[config.mk]
export PLATFORM = sky130hd
export DESIGN_NAME = ibuf_seq_ctrl
export DESIGN_NICKNAME = d
export VERILOG_FILES = /design/src/rtl/ibuf_seq_ctrl.sv
export SDC_FILE = /design/constraint.sdc
export NUM_CORES = 1
export LEC_CHECK = 0
export BUFFER_PORTS_ARGS = -buffer_cell sky130_fd_sc_hd__buf_2
export CAP_MARGIN = 20
export CORE_ASPECT_RATIO = 1.75
export CORE_MARGIN = 10
export CORE_UTILIZATION = 35
export CTS_CLUSTER_DIAMETER = 200
export CTS_CLUSTER_SIZE = 24
export DETAILED_ROUTE_END_ITERATION = 7
export PLACE_DENSITY = 0.78
export SYNTH_ARGS = -nofsm -noshare
export SYNTH_HDL_FRONTEND = slang
export SYNTH_SLANG_ARGS = --single-unit
[constraint.sdc]
create_clock -name CLK -period 2.9 [get_ports CLK]
set_input_delay 0.145 -clock CLK [delete_from_list [all_inputs] [get_ports CLK]]
set_output_delay 0.145 -clock CLK [all_outputs]
set_load 0.05 [all_outputs]
[src/rtl/ibuf_seq_ctrl.sv]
// Input-buffer sequencer: fetches one wide word per tile, parallel-loads every
// column buffer, then issues diagonally skewed per-column shift enables.
module ibuf_seq_ctrl #(
  parameter int NCOL  = 4,
  parameter int DEPTH = 4,
  parameter int AW    = 8
) (
  input  logic                 CLK,
  input  logic                 RSTN,
  input  logic                 Start,
  input  logic                 Stop,
  input  logic [AW-1:0]        BaseAddr,
  input  logic [7:0]           NTile,
  output logic                 MemRE,
  output logic [AW-1:0]        MemAddr,
  input  logic [32*NCOL-1:0]   MemRData,
  output logic [NCOL-1:0]      WriteEN,
  output logic [32*NCOL-1:0]   IWord,
  output logic [NCOL-1:0]      ENDown,
  output logic                 Busy,
  output logic                 Done
);

  localparam int NSHIFT = NCOL + DEPTH - 1;
  localparam int KW     = $clog2(NSHIFT + 1);
  localparam logic [KW-1:0] KLAST = KW'(NSHIFT - 1);

  typedef enum logic [2:0] {IDLE, FETCH, LOAD, SHIFT, DONE} state_t;

  state_t            state_q, state_d;
  logic [AW-1:0]     base_q, base_d;
  logic [7:0]        ntile_q, ntile_d;
  logic [7:0]        t_q, t_d;
  logic [KW-1:0]     k_q, k_d;

  logic              memre_q;
  logic [AW-1:0]     memaddr_q;
  logic [NCOL-1:0]   wen_q;
  logic [NCOL-1:0]   endown_q;
  logic              busy_q;
  logic              done_q;

  // Column c is enabled for DEPTH beats starting at beat c: the diagonal wavefront.
  function automatic logic [NCOL-1:0] endown_f(input logic [KW-1:0] k);
    logic [NCOL-1:0] e;
    e = '0;
    for (int c = 0; c < NCOL; c++)
      e[c] = (int'(k) >= c) && (int'(k) <= c + DEPTH - 1);
    return e;
  endfunction

  always_comb begin
    state_d = state_q;
    base_d  = base_q;
    ntile_d = ntile_q;
    t_d     = t_q;
    k_d     = k_q;
    case (state_q)
      IDLE: begin
        if (Start) begin
          base_d  = BaseAddr;
          ntile_d = NTile;
          t_d     = '0;
          state_d = (NTile == 8'd0) ? DONE : FETCH;
        end
      end
      FETCH: state_d = LOAD;
      LOAD: begin
        k_d     = '0;
        state_d = SHIFT;
      end
      SHIFT: begin
        if (k_q == KLAST) begin
          t_d     = t_q + 8'd1;
          state_d = (({1'b0, t_q} + 9'd1) < {1'b0, ntile_q}) ? FETCH : DONE;
        end else begin
          k_d = k_q + 1'b1;
        end
      end
      DONE:    state_d = IDLE;
      default: state_d = IDLE;
    endcase
    // Abort outranks every normal transition once a run is active.
    if (Stop && (state_q != IDLE))
      state_d = IDLE;
  end

  // Outputs are registered from the next state so they align with the state they describe.
  always_ff @(posedge CLK or negedge RSTN) begin
    if (!RSTN) begin
      state_q   <= IDLE;
      base_q    <= '0;
      ntile_q   <= '0;
      t_q       <= '0;
      k_q       <= '0;
      memre_q   <= 1'b0;
      memaddr_q <= '0;
      wen_q     <= '0;
      endown_q  <= '0;
      busy_q    <= 1'b0;
      done_q    <= 1'b0;
    end else begin
      state_q   <= state_d;
      base_q    <= base_d;
      ntile_q   <= ntile_d;
      t_q       <= t_d;
      k_q       <= k_d;
      memre_q   <= (state_d == FETCH);
      memaddr_q <= (state_d == FETCH) ? (base_d + AW'(t_d)) : '0;
      wen_q     <= (state_d == LOAD) ? '1 : '0;
      endown_q  <= (state_d == SHIFT) ? endown_f(k_d) : '0;
      busy_q    <= (state_d != IDLE);
      done_q    <= (state_d == DONE);
    end
  end

  assign MemRE   = memre_q;
  assign MemAddr = memaddr_q;
  assign WriteEN = wen_q;
  assign ENDown  = endown_q;
  assign Busy    = busy_q;
  assign Done    = done_q;
  assign IWord   = (state_q == LOAD) ? MemRData : '0;

endmodule

==> impl_metrics.ini, run 1 <==
[run_status]
outcome = completed

[layout]
fin_cells = 840
fill_cells = 873
drive_gt1_frac = 0.513
final_nets = 876
area_growth_pct = 61.5

[power]
power_per_cell_area_mw_per_mm2 = 886
peakVddDrop_uv = 448
finalPower_mw = 4.80
leakage_nw = 3.20

[timing]
hold_viol_final = 0
tightest_slew_ns = 0.753
worst_slack_ns = 0.0455
skew_ns = 0.00623
slew_viol_final = 0
period_needed_ns = 2.85
slew_headroom = 0.493
setup_viol = 0
rsz0062_at_grt = yes
max_freq_mhz = 350
period_share = 0.984

[global_route]
grt_max_degree = 122
grt_pass1_wl_um = 24300
antenna_found_initial = 1
overflow = 0
grt_pass1_vias = 4163
grt_usage = 0.228

[worst_setup_path]
crit_chain = ha_4 -> and3_4 -> a21oi_4 -> nand2_1 -> o21ai_1 -> ha_2 -> inv_1 -> fa_1 -> nor2b_1 -> o21ai_0 -> a21boi_1 -> o21ai_2 -> a311oi_2
cp.arrival_ns = 3.04
critPathMaxFanout = 6
worstPathRequired_ns = 3.09
worstSetupPathType = reg -> reg
crit_buf_inv = 1
slowest_delay_ns = 0.43
worstSetupEndpointType = register
start_kind = register
cp_top_family = compound AO/OA/AOI/OAI gates
r2r_setup_slack_ns = 0.05
cp_slowest_cell = dfrtp_1

[placement]
place.gp.congestion = 0.985
dpl.hpwl_um = 14800
portBuffers = 294
dp.cells = 808
place_ws_ns = -0.0819

[cts]
clk_latency_ns = 0.29
numClockSinks = 46
clk_pin_slew_ns = 0.06
cts_max_level = 2
cts_root_buf = clkbuf_16
tritoncts = yes
cts-buffers-inserted = 5
ctsLongestPathBuffers = 2

[detailed_routing]
drtIter0Drc = 216
via_per_inst = 4.79
drc = 0
vias = 4021
wl_per_cell_um = 20.5
drt_wl_total_um = 17200
ant_nets = 0
firstDrtPassIters = 5

[die]
row_count = 47
ios = 295
die_w_um = 94.0
initial_core_util = 0.356
coreArea_mm2 = 0.00941
die-area_mm2 = 0.0140
die_y_um = 149

[synth]
synth_seq_cells = 46
synth_nets = 567
synthDistinctLibCells = 44
synth.yosys.warnings = 0
synthesis.area_mm2 = 0.00335
seq_area_frac_synth = 0.343
synthCells = 401
syn_area_per_cell_um2 = 8.36

[hold_path]
hold_class = in -> reg

[run]
drv_cap = 0
==> report_power, final <==
| group | leakage (nW) | switching, mW | internal, mW |
|---|---|---|---|
| Clock | 0.0771 | 0.234 | 0.407 |
| Combinational | 2.52 | 2.34 | 0.891 |
| Sequential | 0.597 | 0.0876 | 0.845 |
| Total | 3.20 | 2.66 | 2.14 |
==> synthesized netlist by cell type (all sizes together) <==
cell,n,area (um^2)
and2,130,813
nand2,50,195
dfrtp,46,1150
inv,20,75.1
nor2,18,67.6
clkbuf,17,63.8
ha,17,213
o21ai,16,80.1
a21oi,13,72.6
nand3,12,60.1
and3,8,55.1
buf,6,52.6
xnor2,6,52.6
o21a,5,37.5
nor3,4,30.0
xor2,4,35.0
nor2b,3,26.3
nor4,3,18.8
nor3b,2,20.0
nor4b,2,32.5
o21bai,2,15.0
o31ai,2,15.0
or3,2,12.5
a2111oi,1,15.0
a211o,1,8.76
a21boi,1,7.51
a21o,1,7.51
a311oi,1,15.0
a31o,1,17.5
a31oi,1,6.26
fa,1,20.0
o211ai,1,7.51
o221ai,1,8.76
or2b,1,7.51
or4b,1,13.8
xnor3,1,22.5
==> metrics by stage <==
| step | util | setup TNS (ns) | instance area (um^2) | hold slack (ns) |
|---|---|---|---|---|
| final | 0.575 | 0 | 5410 | 0.0662 |
| after global routing | 0.573 | -0.125 | 5400 | 0.0782 |
| after CTS | 0.548 | -0.0479 | 5160 | 0.0525 |
| after detailed placement | 0.530 | -0.156 | 4980 | 0.358 |
| after global placement | 0.530 | 0 | 4980 | 0.348 |
| after floorplan | - | 0 | 3350 | -0.151 |
==> routing by layer <==
metal / track usage / part of all wire / wire, um / up-vias
li1: - / - / - / 1907
met2: 0.355 / 0.46 / 7900 / 242
met5: 0 / 0.00075 / 13 / -
met1: 0.291 / 0.40 / 6910 / 1856
met4: 0.0527 / 0.014 / 249 / 2
met3: 0.0853 / 0.13 / 2150 / 14
==> placed cells by master (no fill, tap or decap), types with 4 or more instances in the layout <==
master	instances
nand2_1	46
inv_1	19
a21oi_1	10
buf_4	26
buf_2	294
and3_1	7
o21ai_0	11
nand3_1	11
dfrtp_2	4
and2_1	129
nor2_1	16
diode_2	7
xor2_1	4
o21a_1	5
clkbuf_16	5
ha_1	13
xnor2_1	6
dfrtp_1	42
o21ai_1	4
==> state kept, by name, indices dropped and copies added, names as in the netlist <==
register and flops:
ENDown 4, MemRE 1, ntile_q 8, WriteEN 1
k_q 3, t_q 8, state_q 3, Busy 1
base_q 8, MemAddr 8, Done 1
==> cell type report <==
| cell class | count | area (um^2) | area share |
|---|---|---|---|
| clock inverters | 2 | 37.5 | 0.00693 |
| inverters | 20 | 75.1 | 0.0139 |
| well taps | 122 | 153 | 0.0282 |
| repair buffers | 325 | 1740 | 0.321 |
| multi-input cells | 312 | 2110 | 0.389 |
| clock buffers | 6 | 129 | 0.0238 |
| diodes | 7 | 17.5 | 0.00324 |
| flip-flops and latches | 46 | 1160 | 0.214 |
==> worst paths after layout <==
check	from	to	cells after the start
max	k_q[1]	MemAddr[6]	13
min	NTile[0]	ntile_q[0]	3
max reg2reg	k_q[1]	MemAddr[6]	13
min reg2reg	base_q[7]	base_q[7]	2
max in group asynchronous	RSTN	state_q[2]	3
min in group asynchronous	RSTN	MemAddr[2]	2
==> cell families (layout without fill, tap and decap cells) <==
family | Yosys count | count (layout) | synth area share
simple gates | 236 | 236 | 0.404
compound gates | 47 | 47 | 0.0937
flops | 46 | 46 | 0.343
buf+inv | 43 | 353 | 0.0571
fa+ha+maj | 18 | 18 | 0.0694
xor+xnor | 11 | 11 | 0.0328
other cells | 0 | 7 | 0
==> repair_timing <==
action                                 in CTS  in global routing
hold buffers                                0                  1
setup buffers                               0                 15
endpoints found under the hold margin       0                 46
pin swaps                                   1                 12
gates resized for setup                     3                 27
setup endpoints to repair                   2                  2
==> worst register-to-register path: cells and delay by family, from the launching register on <==
kind	cells	cell delay, ns
compound gates	6	1.07
fa+ha+maj	3	0.78
simple gates	3	0.43
flops	1	0.43
buf+inv	1	0.05
(Power assumes the default switching activity.)
==> inputs of run 2 (changes only) <==
==> config.mk (replaced) <==
export PLATFORM = sky130hd
export DESIGN_NAME = ibuf_seq_ctrl
export DESIGN_NICKNAME = d
export VERILOG_FILES = /design/src/rtl/ibuf_seq_ctrl.sv
export SDC_FILE = /design/constraint.sdc
export NUM_CORES = 1
export LEC_CHECK = 0
export CAP_MARGIN = 20
export CORE_AREA = 10 10 106 108
export CTS_CLUSTER_DIAMETER = 200
export CTS_CLUSTER_SIZE = 24
export DETAILED_ROUTE_END_ITERATION = 7
export DIE_AREA = 0 0 116 118
export DONT_BUFFER_PORTS = 1
export SYNTH_ARGS = -nofsm -noshare
export SYNTH_HDL_FRONTEND = slang
export SYNTH_SLANG_ARGS = --single-unit
==> run 2 against run 1 <==
First-iteration DRC count grew 17%. Via count shrank 20%. Sequential share of layout area grew 5.9 points. Critical path depth grew 1. Setup slack gained 0.019 ns. Core utilization shrank 11 points. Sequential power grew 34%.
==> impl_metrics.ini, run 2 (synthesized netlist as in run 1, its figures left out) <==
[run]
drv_cap = 0

[layout]
drive_gt1_frac = 0.201
final_nets = 623
area_growth_pct = 26.3
fin_util = 0.465
fin_cells = 590
multi_input_comb_area_mm2 = 0.00208
final_cell_mix = 130 x and2_1, 53 x buf_4, 49 x nand2_1, 42 x dfrtp_1, 20 x inv_1
regArea_mm2 = 0.00116
fill_cells = 842
final_common_cell = and2_1

[die]
coreArea_mm2 = 0.00911
die_w_um = 116
die-area_mm2 = 0.0137
ios = 295
row_count = 35
die_y_um = 118
initial_core_util = 0.368

[cts]
cts_max_level = 2
ctsLongestPathBuffers = 2
tritoncts = yes
clk_pin_slew_ns = 0.10
cts-buffers-inserted = 5
numClockSinks = 46
clk_latency_ns = 0.32
cts_root_buf = clkbuf_8

[power]
swShare = 0.596
peakVddDrop_uv = 452
p_sw_mw = 2.57
power_per_cell_area_mw_per_mm2 = 1020
p_comb_frac = 0.593
p_seq_frac = 0.289
internal_power_mw = 1.74
leakage_nw = 2.03
clockPowerShare = 0.118

[timing]
hold_viol_final = 0
slew_viol_final = 0
hold_slack_ns = 0.138
max_freq_mhz = 353
period_needed_ns = 2.84
skew_ns = 0.0133
setup_viol = 0
rsz0062_at_grt = yes
slew_headroom = 0.373
tightest_slew_ns = 0.944
period_share = 0.978
worst_slack_ns = 0.0641

[worst_setup_path]
worstSetupPathType = reg -> reg
cp_slowest_cell = dfrtp_1
worstPathRequired_ns = 3.15
crit_top_cell = ha_1
start_kind = register
worst-r2r-cell-count = 14
crit_chain = inv_1 -> ha_1 -> and3_4 -> buf_4 -> and3_1 -> o21ai_2 -> o31ai_4 -> ha_1 -> nand3_1 -> o211ai_1 -> nor4_1 -> nor3_1 -> xnor3_1 -> nor2_1
worstSetupEndpointType = register
critPathMaxFanout = 4
cp.arrival_ns = 3.09
slowest_delay_ns = 0.38

[global_route]
grt_pass1_wl_um = 24200
grt_usage = 0.246
grt_max_degree = 109
antenna_found_initial = 28
overflow = 0
grt_pass1_vias = 3130

[hold_path]
holdPathStages = 2
hold_class = in -> reg

[detailed_routing]
via_per_inst = 5.42
drc = 0
vias = 3200
ant_nets = 0
firstDrtPassIters = 5
wl_per_cell_um = 30.6
drt_wl_total_um = 18000
drtIter0Drc = 253

[placement]
place_ws_ns = -0.111
dp.cells = 535
portBuffers = 0
dpl.hpwl_um = 15600
place.gp.congestion = 0.945

[run_status]
outcome = completed
==> run 2: changes by cell type in the layout (fill, tap and decap cells not counted), moves of 2 or more <==
cell,change
diode_2,+14
buf_2,-294
buf_4,+27
buf_6,-2
ha_4,-2
nand2_2,-3
nand2_1,+3
clkbuf_8,+5
dlygate4sd3_1,+16
clkbuf_16,-5
==> run 2: worst paths after layout <==
kind / startpoint / to / slack [ns]
worst max register to register: k_q[0] / MemAddr[7] / 0.06
worst max-delay path: k_q[0] / MemAddr[7] / 0.06
worst min-delay path: Stop / state_q[0] / 0.14
worst min register to register: base_q[2] / base_q[2] / 0.49
min in group asynchronous: RSTN / MemAddr[4] / 0.32
max in group asynchronous: RSTN / state_q[1] / 2.34
==> run 2: power groups by stage <==
stage                     Clock (mW)  Combinational (mW)  Sequential, mW
final                          0.509                2.56            1.25
after global placement             0                2.42            1.26
after detailed placement           0                2.46            1.26
after CTS                      0.515                2.51            1.25
after floorplan                    0                2.08            1.16
after global routing           0.544                2.72            1.27
==> run 2: through the flow <==
stage          area, um^2  TNS [ns]  power, mW
6_report             4230         0       4.31
5_1_grt              4200   -0.0698       4.54
4_1_cts              4050         0       4.27
3_5_place_dp         3740    -0.111       3.72
3_3_place_gp         3740         0       3.68
2_1_floorplan        3350         0       3.24
==> run 2: what timing repair did <==
item	CTS	global route
endpoints found under the setup margin	1	3
buffers inserted	0	8
hold endpoints to repair	63	0
gates cloned	0	0
gates resized for setup	4	18
hold buffers	18	0
pin swaps	0	7
==> run 2: layout make-up <==
cell class	instances	area share
multi-input combinational	312	0.492
sequential	46	0.273
timing repair buffer	72	0.145
tap	111	0.0328
inverter	20	0.0177
clock buffer	5	0.0163
antenna	21	0.0124
clock inverter	3	0.0103
==> run 2: layer usage <==
| layer | vias to the layer above | share of wire | track usage |
|---|---|---|---|
| met4 | 10 | 0.016 | 0.0516 |
| li1 | 1440 | - | - |
| met2 | 224 | 0.45 | 0.384 |
| met5 | - | 0.0038 | 0 |
| met3 | 32 | 0.18 | 0.168 |
| met1 | 1494 | 0.34 | 0.269 |
==> run 2: worst max-delay path, delay by kind of cell, from the launching register on <==
kind	cells	cell delay, ns
adders and majority gates	2	0.57
AOI/OAI and AO/OA	3	0.52
xor gates and xnor gates	1	0.25
buffers and inverters	2	0.21
DFF	1	0.38
and+or+nand+nor	6	0.86
==> inputs of run 3 (changes only) <==
--- a/config.mk
+++ b/config.mk
@@ -12,6 +12,7 @@
 export DETAILED_ROUTE_END_ITERATION = 7
 export DIE_AREA = 0 0 116 118
 export DONT_BUFFER_PORTS = 1
+export PLACE_DENSITY_LB_ADDON = 0.15
 export SYNTH_ARGS = -nofsm -noshare
 export SYNTH_HDL_FRONTEND = slang
 export SYNTH_SLANG_ARGS = --single-unit
==> run 3 against run 2 <==
Via count shrank 7.0%. First-iteration DRC count is 21% lower. Wire length shrank 8.0%. Clock skew decreased by 0.0050 ns. Largest cell class unchanged. Highest routed layer unchanged.
==> impl_metrics.ini, run 3 (synthesized netlist as in run 1, its figures left out) <==
[power]
leakage_nw = 1.88
peakVddDrop_uv = 482
power_per_cell_area_mw_per_mm2 = 1040
finalPower_mw = 4.18

[run_status]
outcome = completed

[worst_setup_path]
cp_top_family = simple AND/OR/NAND/NOR gates
worstSetupEndpointType = register
cp_slowest_cell = or4b_4
rr_startpoint = state_q[0]
worstSetupPathType = reg -> reg
worstPathRequired_ns = 3.09
path_depth = 11
critPathMaxFanout = 6
r2r_setup_slack_ns = 0.16
crit_chain = or4b_4 -> nand2_1 -> and2_1 -> inv_1 -> ha_1 -> a21oi_1 -> o211ai_1 -> nor4_1 -> nor3_1 -> xnor3_1 -> nor2_1
r2r_end = MemAddr[7]
cp.arrival_ns = 2.94
crit_buf_inv = 1
start_kind = register
worst-r2r-cell-count = 11
slowest_delay_ns = 0.62

[timing]
slew_headroom = 0.369
hold_viol_final = 0
period_needed_ns = 2.74
tightest_slew_ns = 0.950
skew_ns = 0.00823
period_share = 0.946
slew_viol_final = 0
setup_viol = 0
max_freq_mhz = 364

[hold_path]
hold_class = in -> reg
hold_end = state_q[0]
holdPathStages = 2
min_from = Stop

[global_route]
grt_use_met1 = 0.245
met3_usage = 0.162
grt_usage = 0.224
overflow = 0
grt-busiest-layer = met2
grtUsageMet2 = 0.345
antenna_found_initial = 39
grt_pass1_vias = 2922
grt_max_degree = 129
grt_pass1_wl_um = 22300

[layout]
area_growth_pct = 20.2
final_nets = 596
regArea_mm2 = 0.00115
fin_util = 0.442
drive_gt1_frac = 0.135
multi_input_comb_area_mm2 = 0.00207
fill_cells = 899
final_cell_mix = 130 x and2_1, 48 x nand2_1, 44 x dfrtp_1, 25 x buf_4, 20 x inv_1
final_common_cell = and2_1

[detailed_routing]
firstDrtPassIters = 4
wl_per_cell_um = 29.1
drc = 0
via_per_inst = 5.22
drtIter0Drc = 200
vias = 2977
ant_nets = 0
drt_wl_total_um = 16600

[placement]
place.gp.congestion = 0.874
portBuffers = 0
dpl.hpwl_um = 14200

[cts]
cts-buffers-inserted = 5
cts_max_level = 2
clk_latency_ns = 0.30
cts_root_buf = clkbuf_8
clk_pin_slew_ns = 0.10
tritoncts = yes
numClockSinks = 46
ctsLongestPathBuffers = 2

[die]
die-area_mm2 = 0.0137
die_y_um = 118
row_count = 35
ios = 295
initial_core_util = 0.368
die_w_um = 116
coreArea_mm2 = 0.00911

[run]
drv_cap = 0
## run 3: metal layers
layer,part of all wire,wire length (um)
met5,0.0037,61
met1,0.38,6380
met4,0.011,176
met3,0.15,2420
met2,0.46,7550
## run 3: how the worst max path moves through the flow
| stage | start | to | slack, ns |
|---|---|---|---|
| 6_report | state_q[0] | MemAddr[7] | 0.16 |
| 5_1_grt | state_q[0] | MemAddr[7] | -0.003 |
| 4_1_cts | k_q[0] | MemAddr[6] | 0.04 |
| 3_5_place_dp | k_q[0] | MemAddr[6] | 0.01 |
| 3_3_place_gp | k_q[0] | MemAddr[6] | 0.07 |
| 2_1_floorplan | k_q[0] | MemAddr[6] | 0.04 |
## run 3: what timing repair did
item,4_1_cts,5_1_grt
gates cloned,0,1
buffers inserted,0,6
endpoints found under the hold margin,63,0
gates resized for setup,1,15
setup endpoints to repair,1,2
hold buffers,18,0
pin swaps,0,7
## run 3: power breakdown
| part | switching [mW] | leakage (nW) | internal, mW | total (mW) |
|---|---|---|---|---|
| clock network | 0.246 | 0.0593 | 0.263 | 0.510 |
| logic | 1.88 | 1.22 | 0.557 | 2.43 |
| registers | 0.402 | 0.600 | 0.838 | 1.24 |
## run 3: metrics by stage
step	setup TNS [ns]	hold slack [ns]	area (um^2)	cells	worst slack, ns
after floorplan	0	-0.151	3350	401	0.0355
after global placement	0	-0.149	3550	509	0.0730
after detailed placement	0	-0.149	3550	509	0.0120
after CTS	0	0.139	3860	535	0.0427
after global routing	-0.00317	0.128	4000	557	-0.00317
final	0	0.139	4030	570	0.156
## run 3: area by class of cell
cell class                 count  share of cell area
inverter                      20              0.0186
tap                          111              0.0345
clock buffer                   5              0.0171
sequential                    46               0.286
antenna                       28              0.0174
timing repair buffer          44               0.101
clock inverter                 3              0.0118
multi-input combinational    313               0.514
